### config.mk
export PLATFORM = sky130hd
export DESIGN_NAME = axil_slave_adaptor
export DESIGN_NICKNAME = d
export VERILOG_FILES = /design/src/rtl/axil_pkg.sv /design/src/rtl/axil_chan_buf.sv /design/src/rtl/axil_slave_adaptor.sv
export SDC_FILE = /design/constraint.sdc
export NUM_CORES = 1
export LEC_CHECK = 0
export BUFFER_PORTS_ARGS = -buffer_cell sky130_fd_sc_hd__buf_2
export CORE_ASPECT_RATIO = 1.2
export CORE_MARGIN = 3
export CORE_UTILIZATION = 43
export CTS_CLUSTER_DIAMETER = 30
export DETAILED_ROUTE_END_ITERATION = 16
export PLACE_DENSITY_LB_ADDON = 0.2
export SLEW_MARGIN = 20
export SYNTH_ARGS = -nofsm -noshare
export SYNTH_HDL_FRONTEND = slang
export SYNTH_HIERARCHICAL = 1
export SYNTH_SLANG_ARGS = --single-unit
### constraint.sdc
create_clock -name clk_i -period 1.5 [get_ports clk_i]
set_input_delay 0.15 -clock clk_i [delete_from_list [all_inputs] [get_ports clk_i]]
set_output_delay 0.15 -clock clk_i [all_outputs]
set_load 0.03 [all_outputs]
### src/rtl/axil_pkg.sv
// Shared types and constants for the AXI4-Lite subordinate adaptor.
//   axil_state_e : adaptor FSM states
//   axil_resp_e  : AXI response codes the adaptor can generate
package axil_pkg;

    typedef enum logic [1:0] {
        e_idle = 2'd0,
        e_req  = 2'd1,
        e_wait = 2'd2,
        e_resp = 2'd3
    } axil_state_e;

    typedef enum logic [1:0] {
        e_axil_resp_okay   = 2'b00,
        e_axil_resp_slverr = 2'b10
    } axil_resp_e;

    localparam logic [2:0] e_axi_prot_default = 3'b000;

endpackage

### src/rtl/axil_chan_buf.sv
// One-entry channel buffer with full flag.
//   v_i/ready_o/data_i : upstream valid/ready handshake; ready_o = ~full
//   full_o/data_o      : buffered payload for the consumer
//   yumi_i             : consumer frees the entry
// ready_o is registered, so there is no path from v_i to ready_o and a freed
// entry only reopens on the following cycle. ready_o is low during reset.
module axil_chan_buf #(
    parameter int unsigned width_p = 32
) (
    input  logic               clk_i,
    input  logic               reset_n_i,
    input  logic               v_i,
    output logic               ready_o,
    input  logic [width_p-1:0] data_i,
    output logic               full_o,
    output logic [width_p-1:0] data_o,
    input  logic               yumi_i
);

    logic               r_full;
    logic               r_ready;
    logic [width_p-1:0] r_data;
    logic               w_hs;
    logic               w_full_n;

    assign w_hs     = v_i & r_ready;
    assign w_full_n = w_hs | (r_full & ~yumi_i);

    // Entry state and payload capture
    always_ff @(posedge clk_i or negedge reset_n_i) begin
        if (!reset_n_i) begin
            r_full  <= 1'b0;
            r_ready <= 1'b0;
            r_data  <= '0;
        end else begin
            r_full  <= w_full_n;
            r_ready <= ~w_full_n;
            if (w_hs) begin
                r_data <= data_i;
            end
        end
    end

    assign ready_o = r_ready;
    assign full_o  = r_full;
    assign data_o  = r_data;

endmodule

### src/rtl/axil_slave_adaptor.sv
// AXI4-Lite subordinate front end: buffers AW, W and AR independently and
// issues one transaction at a time to a valid/ready host request interface,
// alternating between reads and writes when both are pending.
//   s_axil_*          : AXI4-Lite subordinate port (AxPROT ignored)
//   addr_o .. v_o     : host request (ready_and_i accepts)
//   v_i/rdata_i/err_i : host response (yumi_o consumes)
module axil_slave_adaptor
    import axil_pkg::*;
#(
    parameter int unsigned axil_data_width_p = 32,
    parameter int unsigned axil_addr_width_p = 32
) (
    input  logic                           clk_i,
    input  logic                           reset_n_i,
    input  logic [axil_addr_width_p-1:0]   s_axil_awaddr_i,
    input  logic [2:0]                     s_axil_awprot_i,
    input  logic                           s_axil_awvalid_i,
    output logic                           s_axil_awready_o,
    input  logic [axil_data_width_p-1:0]   s_axil_wdata_i,
    input  logic [axil_data_width_p/8-1:0] s_axil_wstrb_i,
    input  logic                           s_axil_wvalid_i,
    output logic                           s_axil_wready_o,
    output logic [1:0]                     s_axil_bresp_o,
    output logic                           s_axil_bvalid_o,
    input  logic                           s_axil_bready_i,
    input  logic [axil_addr_width_p-1:0]   s_axil_araddr_i,
    input  logic [2:0]                     s_axil_arprot_i,
    input  logic                           s_axil_arvalid_i,
    output logic                           s_axil_arready_o,
    output logic [axil_data_width_p-1:0]   s_axil_rdata_o,
    output logic [1:0]                     s_axil_rresp_o,
    output logic                           s_axil_rvalid_o,
    input  logic                           s_axil_rready_i,
    output logic [axil_addr_width_p-1:0]   addr_o,
    output logic                           wr_en_o,
    output logic [axil_data_width_p-1:0]   wdata_o,
    output logic [axil_data_width_p/8-1:0] wstrb_o,
    output logic                           v_o,
    input  logic                           ready_and_i,
    input  logic                           v_i,
    input  logic [axil_data_width_p-1:0]   rdata_i,
    input  logic                           err_i,
    output logic                           yumi_o
);

    localparam int unsigned strb_w  = axil_data_width_p / 8;
    localparam int unsigned w_buf_w = axil_data_width_p + strb_w;

    if (axil_data_width_p != 32 && axil_data_width_p != 64) begin : g_bad_width
        $error("axil_slave_adaptor: axil_data_width_p must be 32 or 64");
    end

    axil_state_e                  r_state;
    axil_state_e                  w_state_n;
    logic                         r_is_wr;
    logic                         r_last_wr;
    logic [1:0]                   r_resp;
    logic [axil_data_width_p-1:0] r_rdata;

    logic                         w_aw_ready, w_aw_full, w_aw_hs;
    logic                         w_w_ready,  w_w_full,  w_w_hs;
    logic                         w_ar_ready, w_ar_full, w_ar_hs;
    logic [axil_addr_width_p-1:0] w_aw_addr, w_ar_addr;
    logic [w_buf_w-1:0]           w_w_data;
    logic                         w_wr_avail, w_rd_avail;
    logic                         w_pick_wr, w_latch, w_req_hs, w_rsp_cap;
    logic                         w_unused_prot;

    assign w_unused_prot = |((s_axil_awprot_i | s_axil_arprot_i) ^ e_axi_prot_default);

    // Channel buffers; entries are freed by the host request handshake
    axil_chan_buf #(.width_p(axil_addr_width_p)) u_aw_buf (
        .clk_i     (clk_i),
        .reset_n_i (reset_n_i),
        .v_i       (s_axil_awvalid_i),
        .ready_o   (w_aw_ready),
        .data_i    (s_axil_awaddr_i),
        .full_o    (w_aw_full),
        .data_o    (w_aw_addr),
        .yumi_i    (w_req_hs & r_is_wr)
    );

    axil_chan_buf #(.width_p(w_buf_w)) u_w_buf (
        .clk_i     (clk_i),
        .reset_n_i (reset_n_i),
        .v_i       (s_axil_wvalid_i),
        .ready_o   (w_w_ready),
        .data_i    ({s_axil_wstrb_i, s_axil_wdata_i}),
        .full_o    (w_w_full),
        .data_o    (w_w_data),
        .yumi_i    (w_req_hs & r_is_wr)
    );

    axil_chan_buf #(.width_p(axil_addr_width_p)) u_ar_buf (
        .clk_i     (clk_i),
        .reset_n_i (reset_n_i),
        .v_i       (s_axil_arvalid_i),
        .ready_o   (w_ar_ready),
        .data_i    (s_axil_araddr_i),
        .full_o    (w_ar_full),
        .data_o    (w_ar_addr),
        .yumi_i    (w_req_hs & ~r_is_wr)
    );

    assign w_aw_hs = s_axil_awvalid_i & w_aw_ready;
    assign w_w_hs  = s_axil_wvalid_i  & w_w_ready;
    assign w_ar_hs = s_axil_arvalid_i & w_ar_ready;

    // Count a channel as present in the cycle its handshake completes so the
    // request goes out the cycle after the last AXI handshake.
    assign w_wr_avail = (w_aw_full | w_aw_hs) & (w_w_full | w_w_hs);
    assign w_rd_avail = w_ar_full | w_ar_hs;

    // State register
    always_ff @(posedge clk_i or negedge reset_n_i) begin
        if (!reset_n_i) begin
            r_state <= e_idle;
        end else begin
            r_state <= w_state_n;
        end
    end

    // Next state and transaction controls
    always_comb begin
        w_state_n = r_state;
        w_pick_wr = 1'b0;
        w_latch   = 1'b0;
        w_req_hs  = 1'b0;
        w_rsp_cap = 1'b0;
        case (r_state)
            e_idle: begin
                // Round-robin on ties; otherwise take whichever is pending
                w_pick_wr = (w_wr_avail & w_rd_avail) ? ~r_last_wr : w_wr_avail;
                if (w_wr_avail | w_rd_avail) begin
                    w_latch   = 1'b1;
                    w_state_n = e_req;
                end
            end
            e_req: begin
                if (ready_and_i) begin
                    w_req_hs  = 1'b1;
                    w_state_n = e_wait;
                end
            end
            e_wait: begin
                if (v_i) begin
                    w_rsp_cap = 1'b1;
                    w_state_n = e_resp;
                end
            end
            e_resp: begin
                if (r_is_wr ? s_axil_bready_i : s_axil_rready_i) begin
                    w_state_n = e_idle;
                end
            end
            default: w_state_n = e_idle;
        endcase
    end

    // Transaction bookkeeping and captured response
    always_ff @(posedge clk_i or negedge reset_n_i) begin
        if (!reset_n_i) begin
            r_is_wr   <= 1'b0;
            r_last_wr <= 1'b0;
            r_resp    <= e_axil_resp_okay;
            r_rdata   <= '0;
        end else begin
            if (w_latch) begin
                r_is_wr <= w_pick_wr;
            end
            if (w_req_hs) begin
                r_last_wr <= r_is_wr;
            end
            if (w_rsp_cap) begin
                r_rdata <= rdata_i;
                r_resp  <= err_i ? e_axil_resp_slverr : e_axil_resp_okay;
            end
        end
    end

    assign s_axil_awready_o = w_aw_ready;
    assign s_axil_wready_o  = w_w_ready;
    assign s_axil_arready_o = w_ar_ready;

    assign v_o     = (r_state == e_req);
    assign wr_en_o = r_is_wr;
    assign addr_o  = r_is_wr ? w_aw_addr : w_ar_addr;
    assign wdata_o = w_w_data[axil_data_width_p-1:0];
    assign wstrb_o = w_w_data[axil_data_width_p +: strb_w];
    assign yumi_o  = (r_state == e_wait) & v_i;

    assign s_axil_bvalid_o = (r_state == e_resp) &  r_is_wr;
    assign s_axil_rvalid_o = (r_state == e_resp) & ~r_is_wr;
    assign s_axil_bresp_o  = r_resp;
    assign s_axil_rresp_o  = r_resp;
    assign s_axil_rdata_o  = r_rdata;

endmodule

==> flow_summary.ini <==
[floorplan]
initial_utilization = 0.443
dieArea_mm2 = 0.0158
die_width_um = 115
fp.dieH_um = 137
core_mm2 = 0.0139
fp-row-count = 47
num_io_pins = 260

[global_routing]
grt_pass1_wl_um = 26500
track_usage = 0.217
grt_pass1_vias = 5183
gr-total-overflow = 0
grt_max_degree = 43
antenna_found_initial = 1

[timing]
period_share = 1.15
rsz0062_at_grt = true
max_freq_ghz = 0.577
period_minus_slack_ps = 1730
final.setup.worst_slack_ps = -232
clock_skew_ps = 6.81
setup_viol = 37
final_max_slew_viol_count = 0
final_hold_viol_count = 0
finalSetupTns_ps = -7100

[layout]
finalNetCount = 933
multi_input_area_mm2 = 0.00250
final_util = 0.723
seq_area_mm2 = 0.00358
drive_gt1_frac = 0.610
fin_area_mm2 = 0.0101
num-fill-cells = 915
area_growth_pct = 63.4

[route]
ant_nets = 0
wl_um = 18100
viasPerCell = 4.85
drtIter0Drc = 196
routedWlPerCell_um = 18.7
dr.pass1.iters = 4
post-route-drc-count = 0
dr_total_vias = 4674

[worst_setup_path]
path_cells = buf_12, clkbuf_16, mux2_4, buf_6
arrival_ps = 1580
critical_path_class = flop to primary output
slowest_stage = dfrtp_2
slowest_delay_ps = 410
cp_max_fo = 8
reg2regPathDepth = 6
worstPathRequired_ps = 1350
cp.depth = 4
end_kind = primary output
cp_num_buf_inv = 3
crit_family = buffers and inverters
critPathLaunchType = flop
reg2reg_slack_ps = -10

[clock_network]
cts.sinks = 143
root_buffer = clkbuf_16
clk_latency_ps = 400
cts_tree = yes
path_clk_slew_ps = 60
cts_buffer_depth = 2
h-tree-depth = 4
cts_made_buffers = 17

[synth]
syn_area_per_cell_um2 = 16.6
ys_warn_count = 6
syn-cell-area_mm2 = 0.00617
synth_fa_ha_area_frac = 0.00811
yosysUniqueCellTypes = 27
synth-simple-area-share = 0.0118
synthTopCellsByArea = dfrtp_1, mux2_4, mux2_2
synth_edf_count = 0
synthXorXnorAreaFrac = 0
synth_top_cell_by_area = dfrtp_1
synth_top_area_frac = 0.580
synthCells = 371
yosysSeqAreaShare = 0.580
synthFlopType = dfrtp_1
synthMuxAreaShare = 0.350
synth_compound_area_frac = 0.0172
synthMostInstantiatedCell = dfrtp_1
synth.top_cells.by_count = dfrtp_1, mux2_2, mux2_4, buf_6, inv_1
async_flop_share = 1.00
synth_top_family_by_area = multiplexers
ys_seq_elements = 143

[run_status]
status = finished, violations left
failed_checks = negative setup slack

[placement]
dpl.hpwl_um = 10700
placed_area_mm2 = 0.00770
routabilityCongestion = 0.758
io_buffers = 251

[run]
cap_viol_max_count = 0

[power_and_ir_drop]
ir_worst_vdd_v = 0.00161
p_leak_nw = 5.11
powerDensity_mw_per_mm2 = 2360

[worst_hold_path]
hold_class = input port to flop
holdPathStages = 2
-- power breakdown --
part | switching [mW] | internal [mW] | total (mW)
Clock | 1.48 | 2.22 | 3.70
Combinational | 6.69 | 6.45 | 13.1
Sequential | 1.12 | 5.85 | 6.97
-- flip-flops by register name (all words and copies together) (netlist names), 2 cells and up --
name	flops
r_state	2
s_axil_rdata_o	32
u_ar_buf/data_o	32
u_aw_buf/data_o	32
u_w_buf/data_o	36
-- through the flow --
step / std cells / hold WS, ps / worst slack [ps] / power, mW
final: 964 / 23.5 / -232 / 23.8
after global routing: 963 / 10.1 / -271 / 24.9
after CTS: 953 / 0.736 / -266 / 23.0
after detailed placement: 788 / 110 / 9.83 / 17.7
after global placement: 788 / 101 / 70.3 / 17.4
after floorplan: 372 / -146 / 56.6 / 14.7
-- final cells by class --
type / count / share of cell area
tap: 171 / 0.0212
clock buffer: 24 / 0.0478
inverter: 8 / 0.00298
multi-input combinational: 201 / 0.248
sequential: 143 / 0.355
clock inverter: 6 / 0.00360
timing repair buffer: 410 / 0.321
antenna: 1 / 0.000248
-- final timing paths --
check | start | to
worst max-delay path | wr_en_o$_DFFE_PN0P_ | addr_o[2]
worst min-delay path | err_i | s_axil_bresp_o[1]$_DFFE_PN0P_
worst max register to register | wr_en_o$_DFFE_PN0P_ | r_state[1]$_DFFE_PN0P_
worst min register to register | r_last_wr$_DFFE_PN0N_ | r_last_wr$_DFFE_PN0N_
max in group asynchronous | reset_n_i | u_aw_buf/data_o[18]$_DFFE_PN0P_
min in group asynchronous | reset_n_i | u_w_buf/data_o[13]$_DFFE_PN0P_
-- worst register-to-register path: cells and delay by family (launching register included) --
family	cells	cell delay (ps)
and+or+nand+nor	1	110
DFF	1	410
AOI/OAI and AO/OA	1	100
muxes	2	490
buffers and inverters	2	290
-- cell usage in the layout, fill, tap and decap left out, types with 2 or more instances in the layout --
cell type,Yosys,layout
a21oi_1,3,3
buf_12,0,10
buf_2,5,213
buf_4,6,10
buf_6,9,39
clkbuf_1,0,4
clkbuf_16,0,21
clkbuf_8,0,3
clkinv_2,0,4
conb_1,1,2
dfrtp_1,143,142
dlygate4sd3_1,0,133
ha_2,0,3
inv_1,8,6
inv_2,0,2
mux2_2,91,73
mux2_4,74,93
nand2_1,3,2
nand2_2,3,3
nor2_1,2,2
nor3_1,2,2
o21a_1,3,3
o21ai_0,3,3
-- routing by layer --
layer / track usage / wire, um / share of wire
met3: 0.0558 / 1120 / 0.062
met4: 0.0750 / 334 / 0.018
met2: 0.395 / 9770 / 0.54
met5: 0 / 0 / 0
met1: 0.243 / 6840 / 0.38
-- cell families after synthesis --
group | count (synthesis)
AO/OA/AOI/OAI | 14
adder cells (fa/ha/maj) | 4
multiplexers | 167
buffers and inverters | 28
flip-flops | 143
AND/OR/NAND/NOR | 14
other | 1
-- repair_timing --
| action | 4_1_cts | 5_1_grt |
|---|---|---|
| hold buffers | 133 | 0 |
| hold endpoints to repair | 168 | 0 |
| cloned | 1 | 6 |
| setup endpoints to repair | 42 | 38 |
| setup buffers | 1 | 4 |
| resized for setup | 80 | 23 |
| pin swaps | 1 | 2 |
No activity file was read; power rests on OpenSTA's default activity.
